===== src/rtl/led_color_sequencer.sv =====
// led_color_sequencer: steps an active-low RGB LED through a colour table (manual/auto/pause) with PWM dimming
// ports: next_i/mode_i debounced pulses, brightness_i duty, r/g/b_led_n pins, color_idx_o, mode_o, step_o
module led_color_sequencer #(
   parameter int DWELL_CYCLES = 12000000,
   parameter int NUM_COLORS   = 8,
   parameter int PWM_BITS     = 4
) (
   input  logic                clk,
   input  logic                rst,
   input  logic                next_i,
   input  logic                mode_i,
   input  logic [PWM_BITS-1:0] brightness_i,
   output logic                r_led_n,
   output logic                g_led_n,
   output logic                b_led_n,
   output logic [2:0]          color_idx_o,
   output logic [1:0]          mode_o,
   output logic                step_o
);
   localparam int DW = $clog2(DWELL_CYCLES);
   // {R,G,B} per index, index 0 in the low bits
   localparam logic [23:0] TBL = 24'b111_101_011_110_001_010_100_000;
   typedef enum logic [1:0] {MANUAL = 2'b00, AUTO = 2'b01, PAUSE = 2'b10} mode_t;
   mode_t               mode_q, mode_d;
   logic [DW-1:0]       dwell_q, dwell_d;
   logic [2:0]          idx_q, idx_d, rgb;
   logic [PWM_BITS-1:0] pwm_q, bright_q;
   logic                expire, adv, pwm_on;
   always_comb begin
      mode_d = MANUAL;
      case (mode_q)
         MANUAL:  mode_d = mode_i ? AUTO : MANUAL;
         AUTO:    mode_d = mode_i ? PAUSE : AUTO;
         PAUSE:   mode_d = mode_i ? MANUAL : PAUSE;
         default: mode_d = MANUAL;
      endcase
      expire  = mode_q == AUTO && dwell_q == DW'(DWELL_CYCLES - 1);
      // a mode pulse swallows a coincident step; expiry and next_i merge into one advance
      adv     = !mode_i && (next_i || expire);
      idx_d   = adv ? (idx_q == 3'(NUM_COLORS - 1) ? 3'd0 : idx_q + 3'd1) : idx_q;
      dwell_d = (mode_d != mode_q || mode_q != AUTO && mode_q != PAUSE || adv) ? '0 :
                mode_q == AUTO ? dwell_q + DW'(1) : dwell_q;
      rgb     = TBL[int'(idx_q) * 3 +: 3];
      pwm_on  = pwm_q < bright_q;
   end
   always_ff @(posedge clk) begin
      if (rst) begin
         mode_q   <= MANUAL;
         dwell_q  <= '0;
         idx_q    <= '0;
         pwm_q    <= '0;
         bright_q <= '0;
         step_o   <= 1'b0;
         r_led_n  <= 1'b1;
         g_led_n  <= 1'b1;
         b_led_n  <= 1'b1;
      end else begin
         mode_q   <= mode_d;
         dwell_q  <= dwell_d;
         idx_q    <= idx_d;
         pwm_q    <= pwm_q + PWM_BITS'(1);
         bright_q <= pwm_q == '0 ? brightness_i : bright_q;
         step_o   <= adv;
         r_led_n  <= ~(rgb[2] & pwm_on);
         g_led_n  <= ~(rgb[1] & pwm_on);
         b_led_n  <= ~(rgb[0] & pwm_on);
      end
   end
   assign color_idx_o = idx_q;
   assign mode_o      = mode_q;
endmodule

===== config.mk =====
export PLATFORM = sky130hd
export DESIGN_NAME = led_color_sequencer
export DESIGN_NICKNAME = d
export VERILOG_FILES = /design/src/rtl/led_color_sequencer.sv
export SDC_FILE = /design/constraint.sdc
export NUM_CORES = 1
export LEC_CHECK = 0
export BUFFER_PORTS_ARGS = -buffer_cell sky130_fd_sc_hd__buf_2
export CAP_MARGIN = 15
export CORE_MARGIN = 3
export CORE_UTILIZATION = 57
export DETAILED_ROUTE_END_ITERATION = 12
export PLACE_DENSITY = 0.84
export SYNTH_ARGS = -nofsm -noshare
export SYNTH_HDL_FRONTEND = slang
export SYNTH_SLANG_ARGS = --single-unit

===== constraint.sdc =====
create_clock -name clk -period 2.1 [get_ports clk]
set_input_delay 0 -clock clk [delete_from_list [all_inputs] [get_ports clk]]
set_output_delay 0 -clock clk [all_outputs]
set_load 0.01 [all_outputs]

* Yosys cells after proc, flatten, opt, wreduce, memory -nomap -nowiden
Cells that the tools add are included.
** Word-level totals
- Register bits :: 41
- Output and inout bits :: 9
- Logic and storage cells :: 43
** Operators by class
- Add/sub/neg operators :: 3
- $mul :: 1
- Order comparisons :: 1
- Equal/unequal tests :: 7
- Shift operators :: 1
- Mux-type cells :: 5
- Bitwise logic cells :: 6
- Reductions and logical operators :: 10
** Operators by type and width (count)
- 24-bit by 1-bit adder with 24-bit output (second input constant) :: 1
- 24-bit equality test (second input constant) :: 1
- 24-bit by 6-bit indexed part select with 3-bit output (first input constant) :: 1
- 2-bit one-hot mux with 3 select lines :: 1
- 3-bit by 2-bit multiplier with 5-bit output (second input constant) :: 1
- 4-bit by 1-bit adder with 4-bit output (second input constant) :: 1
- 4-bit logical NOT :: 1
- 4-bit less-than comparator :: 1
- 2-bit 2-to-1 mux :: 2
- 3-bit by 1-bit adder with 3-bit output (second input constant) :: 1
- 1-bit bitwise AND :: 3
- 3-bit equality test (second input constant) :: 1
- 1-bit logical AND :: 3
- 1-bit logical OR :: 3
- 3-bit 2-to-1 mux :: 1
- 1-bit inverter :: 3
- 2-bit by 1-bit equality test with 1-bit output (second input constant) :: 1
- 2-bit equality test (second input constant) :: 1
- 2-bit logical NOT :: 1
- 2-bit by 1-bit inequality test with 1-bit output (second input constant) :: 1
- 2-bit inequality test :: 1
- 2-bit inequality test (second input constant) :: 1
- 2-bit OR reduction :: 1
- 1-bit logical NOT :: 1
- 1-bit 2-to-1 mux :: 1

* Logic depth before layout (Yosys ltp)
- Depth in word-level cells :: 6
- Gate-level depth with buffers :: 8
- Gate-level depth less buffers :: 6

* Worst setup path before layout
Ideal clock, no wire load.
- Kind :: register to register
- From :: reg mode_q[1], in the netlist mode_o[1]
- To :: reg idx_q[0], in the netlist color_idx_o[0]
- Arrival time :: 1.804 ns
- Data required time :: 1.977 ns
- Path slack :: 0.173 ns
- Cell stages (with the launch flop) :: 8
- Buffers on the path :: 1
- Clock period less this slack :: 1.927 ns
- Cell sequence :: dfxtp_1 -> inv_1 -> ha_1 -> buf_4 -> and4_4 -> nand3_1 -> o32a_1 -> mux2_1
** Between the ends
- Word-level cells in the longest chain between the ends :: 4
** Ends and longest elaborated chain
- from (decl) :: line 24 : mode_t mode_q, mode_d;
- from (signal assigned) :: line 58 : mode_q <= mode_d;
- 2-bit by 1-bit equality test with 1-bit output :: line 37 : expire = mode_q == AUTO && dwell_q == DW'(DWELL_CYCLES - 1);
- 1-bit logical AND :: line 37
- 1-bit logical OR :: line 39 : adv = !mode_i && (next_i || expire);
- 1-bit logical AND :: line 39
- to (signal assigned) :: line 60 : idx_q <= idx_d;
- to (decl) :: line 26 : logic [2:0] idx_q, idx_d, rgb;
No other way between the ends.
A chain may end at the register's enable or synchronous reset.

* Final worst setup path
- From :: reg mode_q[1], in the netlist mode_o[1]
- To :: reg dwell_q[14]
** Between the ends
- Word-level cells in the longest chain between the ends :: 6
** Ends and longest elaborated chain
- 2-bit equality test, or another cell as far along :: line 31 : case (mode_q)
- 2-bit one-hot mux with 3 select lines or 1-bit logical AND (tied branches) :: line 31, 37
- 2-bit inequality test or 1-bit logical OR (tied branches) :: line 41, 39
- 1-bit logical OR or 1-bit logical AND (tied branches) :: line 41, 39
- 1-bit logical OR :: line 41 : dwell_d = (mode_d != mode_q || mode_q != AUTO && mode_q != PAUSE || adv) ? '0 :
- 2-bit OR reduction (no line)
- to (signal assigned) :: line 59 : dwell_q <= dwell_d;
- to (decl) :: line 25 : logic [DW-1:0] dwell_q, dwell_d;
Parallel ways exist; a longest one is shown, timed or not.

==> impl.org <==
** Layout
- Number of antenna repair diodes :: 0
- Fraction of layout cells with a size suffix above 1 :: 0.157
- Commonest non-fill, non-tap cell in the layout :: sky130_fd_sc_hd__dfxtp_1
- Commonest cells after routing, fill and taps aside :: sky130_fd_sc_hd__dfxtp_1 (41), sky130_fd_sc_hd__inv_1 (17), sky130_fd_sc_hd__ha_1 (17)
- Post-layout instance area :: 2430 um2
- Post-layout net count :: 278
- Measured on the finished design, the core utilization comes to 0.701.
- Excluding fillers, the count of instances in the completed layout stands at 300.
- Area growth from synthesis to layout :: 13.3%

** Die
- The floorplan step defined a die boundary enclosing 4540 um2.
- The initial utilization of the core area, before any placement, comes to 0.619.
- From bottom edge to top edge, the die measures 67.4 um.
- Cell row count :: 21
- Core Footprint :: 3470 um2
- 17 I/O pins were placed.
- Die W :: 67.4 um

** Synth
- Synthesis produced a netlist with a net count of 255.
- Synthesized area per cell :: 9.33 um2
- The netlist uses 41 different library cells.
- Of the post-synthesis cell area, the dominant cell type holds 0.383.
- The share of the Yosys chip area taken by registers is 0.383.
- Combined area of all synthesized cells :: 2150 um2
- Most area-hungry cell type in the Yosys netlist :: sky130_fd_sc_hd__dfxtp_1
- Synthesized flop and latch total :: 41
- Mapped Cells :: 230
- Number of synthesis warnings :: 0
- By area the synthesized netlist is led by sky130_fd_sc_hd__dfxtp_1 (38%), sky130_fd_sc_hd__ha_1 (9.9%), sky130_fd_sc_hd__a211oi_1 (4.2%).

** Routing
- Wire length per cell after detailed routing :: 13.7 um
- Number of DRC markers after the initial detailed-route iteration :: 129
- Wires add up to 4100 um.
- First drt pass iteration count :: 4
- After detailed routing, the number of vias per cell comes to 5.70.
- Via count of the routed design :: 1,710
- DRC violations left :: 0
- In this run the remaining antenna-violating nets after routing total 0.

** Critical path
- At the worst endpoint, the arrival time is 2.16 ns.
- STA classifies the critical path endpoint as a flop.
- Data required time at the worst endpoint :: 2.31 ns
- The worst setup path is launched from a flop.
- Along the worst path, the maximum fanout reaches 8.
- Type of the setup path with the least slack :: reg -> reg

** Timing
- Across all setup checks in the final design, the least slack found is 0.153 ns.
- In the final timing run, aggregate negative setup slack is 0 ns.
- Final hold analysis gives a worst-case slack of 0.0588 ns.
- At the pin with the least slew margin, the transition time is 0.318 ns.
- Setup repair after global routing left no endpoint under its margin.
- In the finished design, the share of the clock period the worst path needs comes to 0.927.
- Between clock sinks in the finished design, the worst skew comes to 0.00329 ns.
- For the finished layout, the period the worst path requires is 1.95 ns.
- Setup-violating endpoint count in the final report :: 0
- Highest achievable clock rate :: 0.513 GHz
- Tightest slew margin relative to the limit :: 0.788
- The number of max-slew violations in the final report is 0.
- The count of endpoints failing hold in the final timing report is 0.

** Clocking
- Clock-pin slew was measured on the worst setup and hold paths at 0.08 ns.
- Setup Fix Bufs, Post-CTS :: 0
- In this run the deepest clock path goes through 2 buffers.
- TritonCTS built the clock tree.
- Root Buffer Master :: sky130_fd_sc_hd__clkbuf_8
- The H-tree was split into 2 levels.
- In this run, CTS created clock tree buffers numbering 5.
- For the worst-skew pair, the clock arrives at the later sink with an insertion delay of 0.29 ns.
- Clock tree synthesis found a total of 41 sinks.

** Flow run
- Across the run, the number of max-cap violations was 0.

** Global route
- In the global route stage, overall resource usage came out at 0.207.
- The initial antenna violation count is 0.
- Entering global routing, the biggest net connects 25 pins.
- Wire length of the first global-routing pass :: 7180 um
- The total overflow left after global routing is 0.
- Vias in the first global route :: 1,648

** Pwr
- VDD sags by at most 0.000388 V.
- Dividing total power by cell area gives a power density of 669 nW/um2.
- The design draws 1.63 mW.
- The analysis attributes to cell leakage a power of 0.923 nW.

** Place
- Number of buffer cells added on primary ports :: 16
- Dpl ws :: 0.161 ns
- Cell area reported after detailed placement :: 2270 um2
- Routability-driven placement finished with a final weighted congestion of 0.784.
- The number of placed instances, taps included, is 288.
- HPWL after DPL :: 2830 um

** Min path
- Worst hold path class :: in -> reg

** Run status
- The run finished with clean final reports.
==> worst max-delay path, cell delays in order (launching register included) <==
cell and delay [ns]:
sky130_fd_sc_hd__dfxtp_1 0.35, sky130_fd_sc_hd__inv_1 0.11, sky130_fd_sc_hd__ha_1 0.19, sky130_fd_sc_hd__and4_4 0.25, sky130_fd_sc_hd__nand4_2 0.20, sky130_fd_sc_hd__buf_4 0.22
sky130_fd_sc_hd__or3_1 0.33, sky130_fd_sc_hd__a211oi_1 0.21
==> path summary, 6_finish.rpt <==
path                            startpoint  slack, ns  cells past startpoint     endpoint
worst min-delay path                   rst       0.06                      2     pwm_q[0]
worst max-delay path             mode_o[1]       0.15                      7  dwell_q[14]
worst max register to register   mode_o[1]       0.15                      7  dwell_q[14]
worst min register to register    pwm_q[0]       0.48                      1     pwm_q[0]
==> cell type report <==
| cell class | instances | area (um2) |
|---|---|---|
| flip-flops and latches | 41 | 821 |
| clock inverters | 1 | 30.0 |
| fillers | 290 | 1040 |
| well taps | 46 | 57.6 |
| inverters | 17 | 63.8 |
| repair buffers | 26 | 165 |
| clock buffers | 7 | 86.3 |
| multi-input cells | 162 | 1210 |
==> Yosys cell counts <==
master,instances
sky130_fd_sc_hd__and2_1,2
sky130_fd_sc_hd__or4_1,7
sky130_fd_sc_hd__o211ai_1,3
sky130_fd_sc_hd__a211oi_1,12
sky130_fd_sc_hd__inv_1,17
sky130_fd_sc_hd__xnor2_1,5
sky130_fd_sc_hd__nand4_1,6
sky130_fd_sc_hd__and3_1,3
sky130_fd_sc_hd__and4_4,1
sky130_fd_sc_hd__a21o_1,1
sky130_fd_sc_hd__xor2_1,7
sky130_fd_sc_hd__nor4b_1,1
sky130_fd_sc_hd__clkbuf_1,4
sky130_fd_sc_hd__ha_1,17
sky130_fd_sc_hd__or3b_2,1
sky130_fd_sc_hd__o32ai_2,1
sky130_fd_sc_hd__a211oi_2,2
sky130_fd_sc_hd__nor2_1,15
sky130_fd_sc_hd__o32a_1,1
sky130_fd_sc_hd__buf_4,4
sky130_fd_sc_hd__mux2_1,1
sky130_fd_sc_hd__mux2i_1,8
sky130_fd_sc_hd__nor3b_1,2
sky130_fd_sc_hd__nor2b_1,3
sky130_fd_sc_hd__nand3_1,7
sky130_fd_sc_hd__dfxtp_1,41
sky130_fd_sc_hd__o21ai_1,1
sky130_fd_sc_hd__o21ai_0,6
sky130_fd_sc_hd__nand2_1,5
sky130_fd_sc_hd__or2_0,1
sky130_fd_sc_hd__and4bb_2,1
sky130_fd_sc_hd__o31ai_1,7
sky130_fd_sc_hd__nand4_2,3
sky130_fd_sc_hd__nand2b_1,4
sky130_fd_sc_hd__or3_1,6
sky130_fd_sc_hd__nor4_1,1
sky130_fd_sc_hd__and4_1,2
sky130_fd_sc_hd__buf_2,2
sky130_fd_sc_hd__nand2_4,1
sky130_fd_sc_hd__a21oi_1,5
sky130_fd_sc_hd__nor3_1,13
==> per-layer routing <==
layer / global-route usage / up-vias / wire (um) / share of wire
li1: - / 881 / - / -
met5: 0 / - / 0 / 0
met1: 0.255 / 801 / 1910 / 0.47
met4: 0.0684 / 0 / 49 / 0.012
met3: 0.0599 / 6 / 115 / 0.028
met2: 0.346 / 22 / 2020 / 0.49
==> timing repair <==
action | CTS | global route
gates resized for setup | 0 | 1
setup endpoints to repair | 0 | 1
hold buffers | 4 | 0
endpoints found under the hold margin | 4 | 0
==> registers in the layout, summed over array words and instances (netlist names) <==
name	count
bright_q	4
color_idx_o	3
mode_o	2
b_led_n	1
step_o	1
g_led_n	1
dwell_q	24
pwm_q	4
r_led_n	1
==> cell families after synthesis <==
logic type,share of synthesized area
simple gates,0.239
mux,0.0426
compound gates,0.132
buf+inv,0.0554
xor+xnor,0.0490
fa+ha+maj,0.0991
flops,0.383
==> power breakdown <==
group | internal, mW | switching, mW | leakage [nW]
clock network | 0.388 | 0.266 | 0.0585
logic | 0.0710 | 0.0888 | 0.532
registers | 0.797 | 0.0169 | 0.333
total | 1.26 | 0.372 | 0.923
No activity file was read; power rests on OpenSTA's default activity.
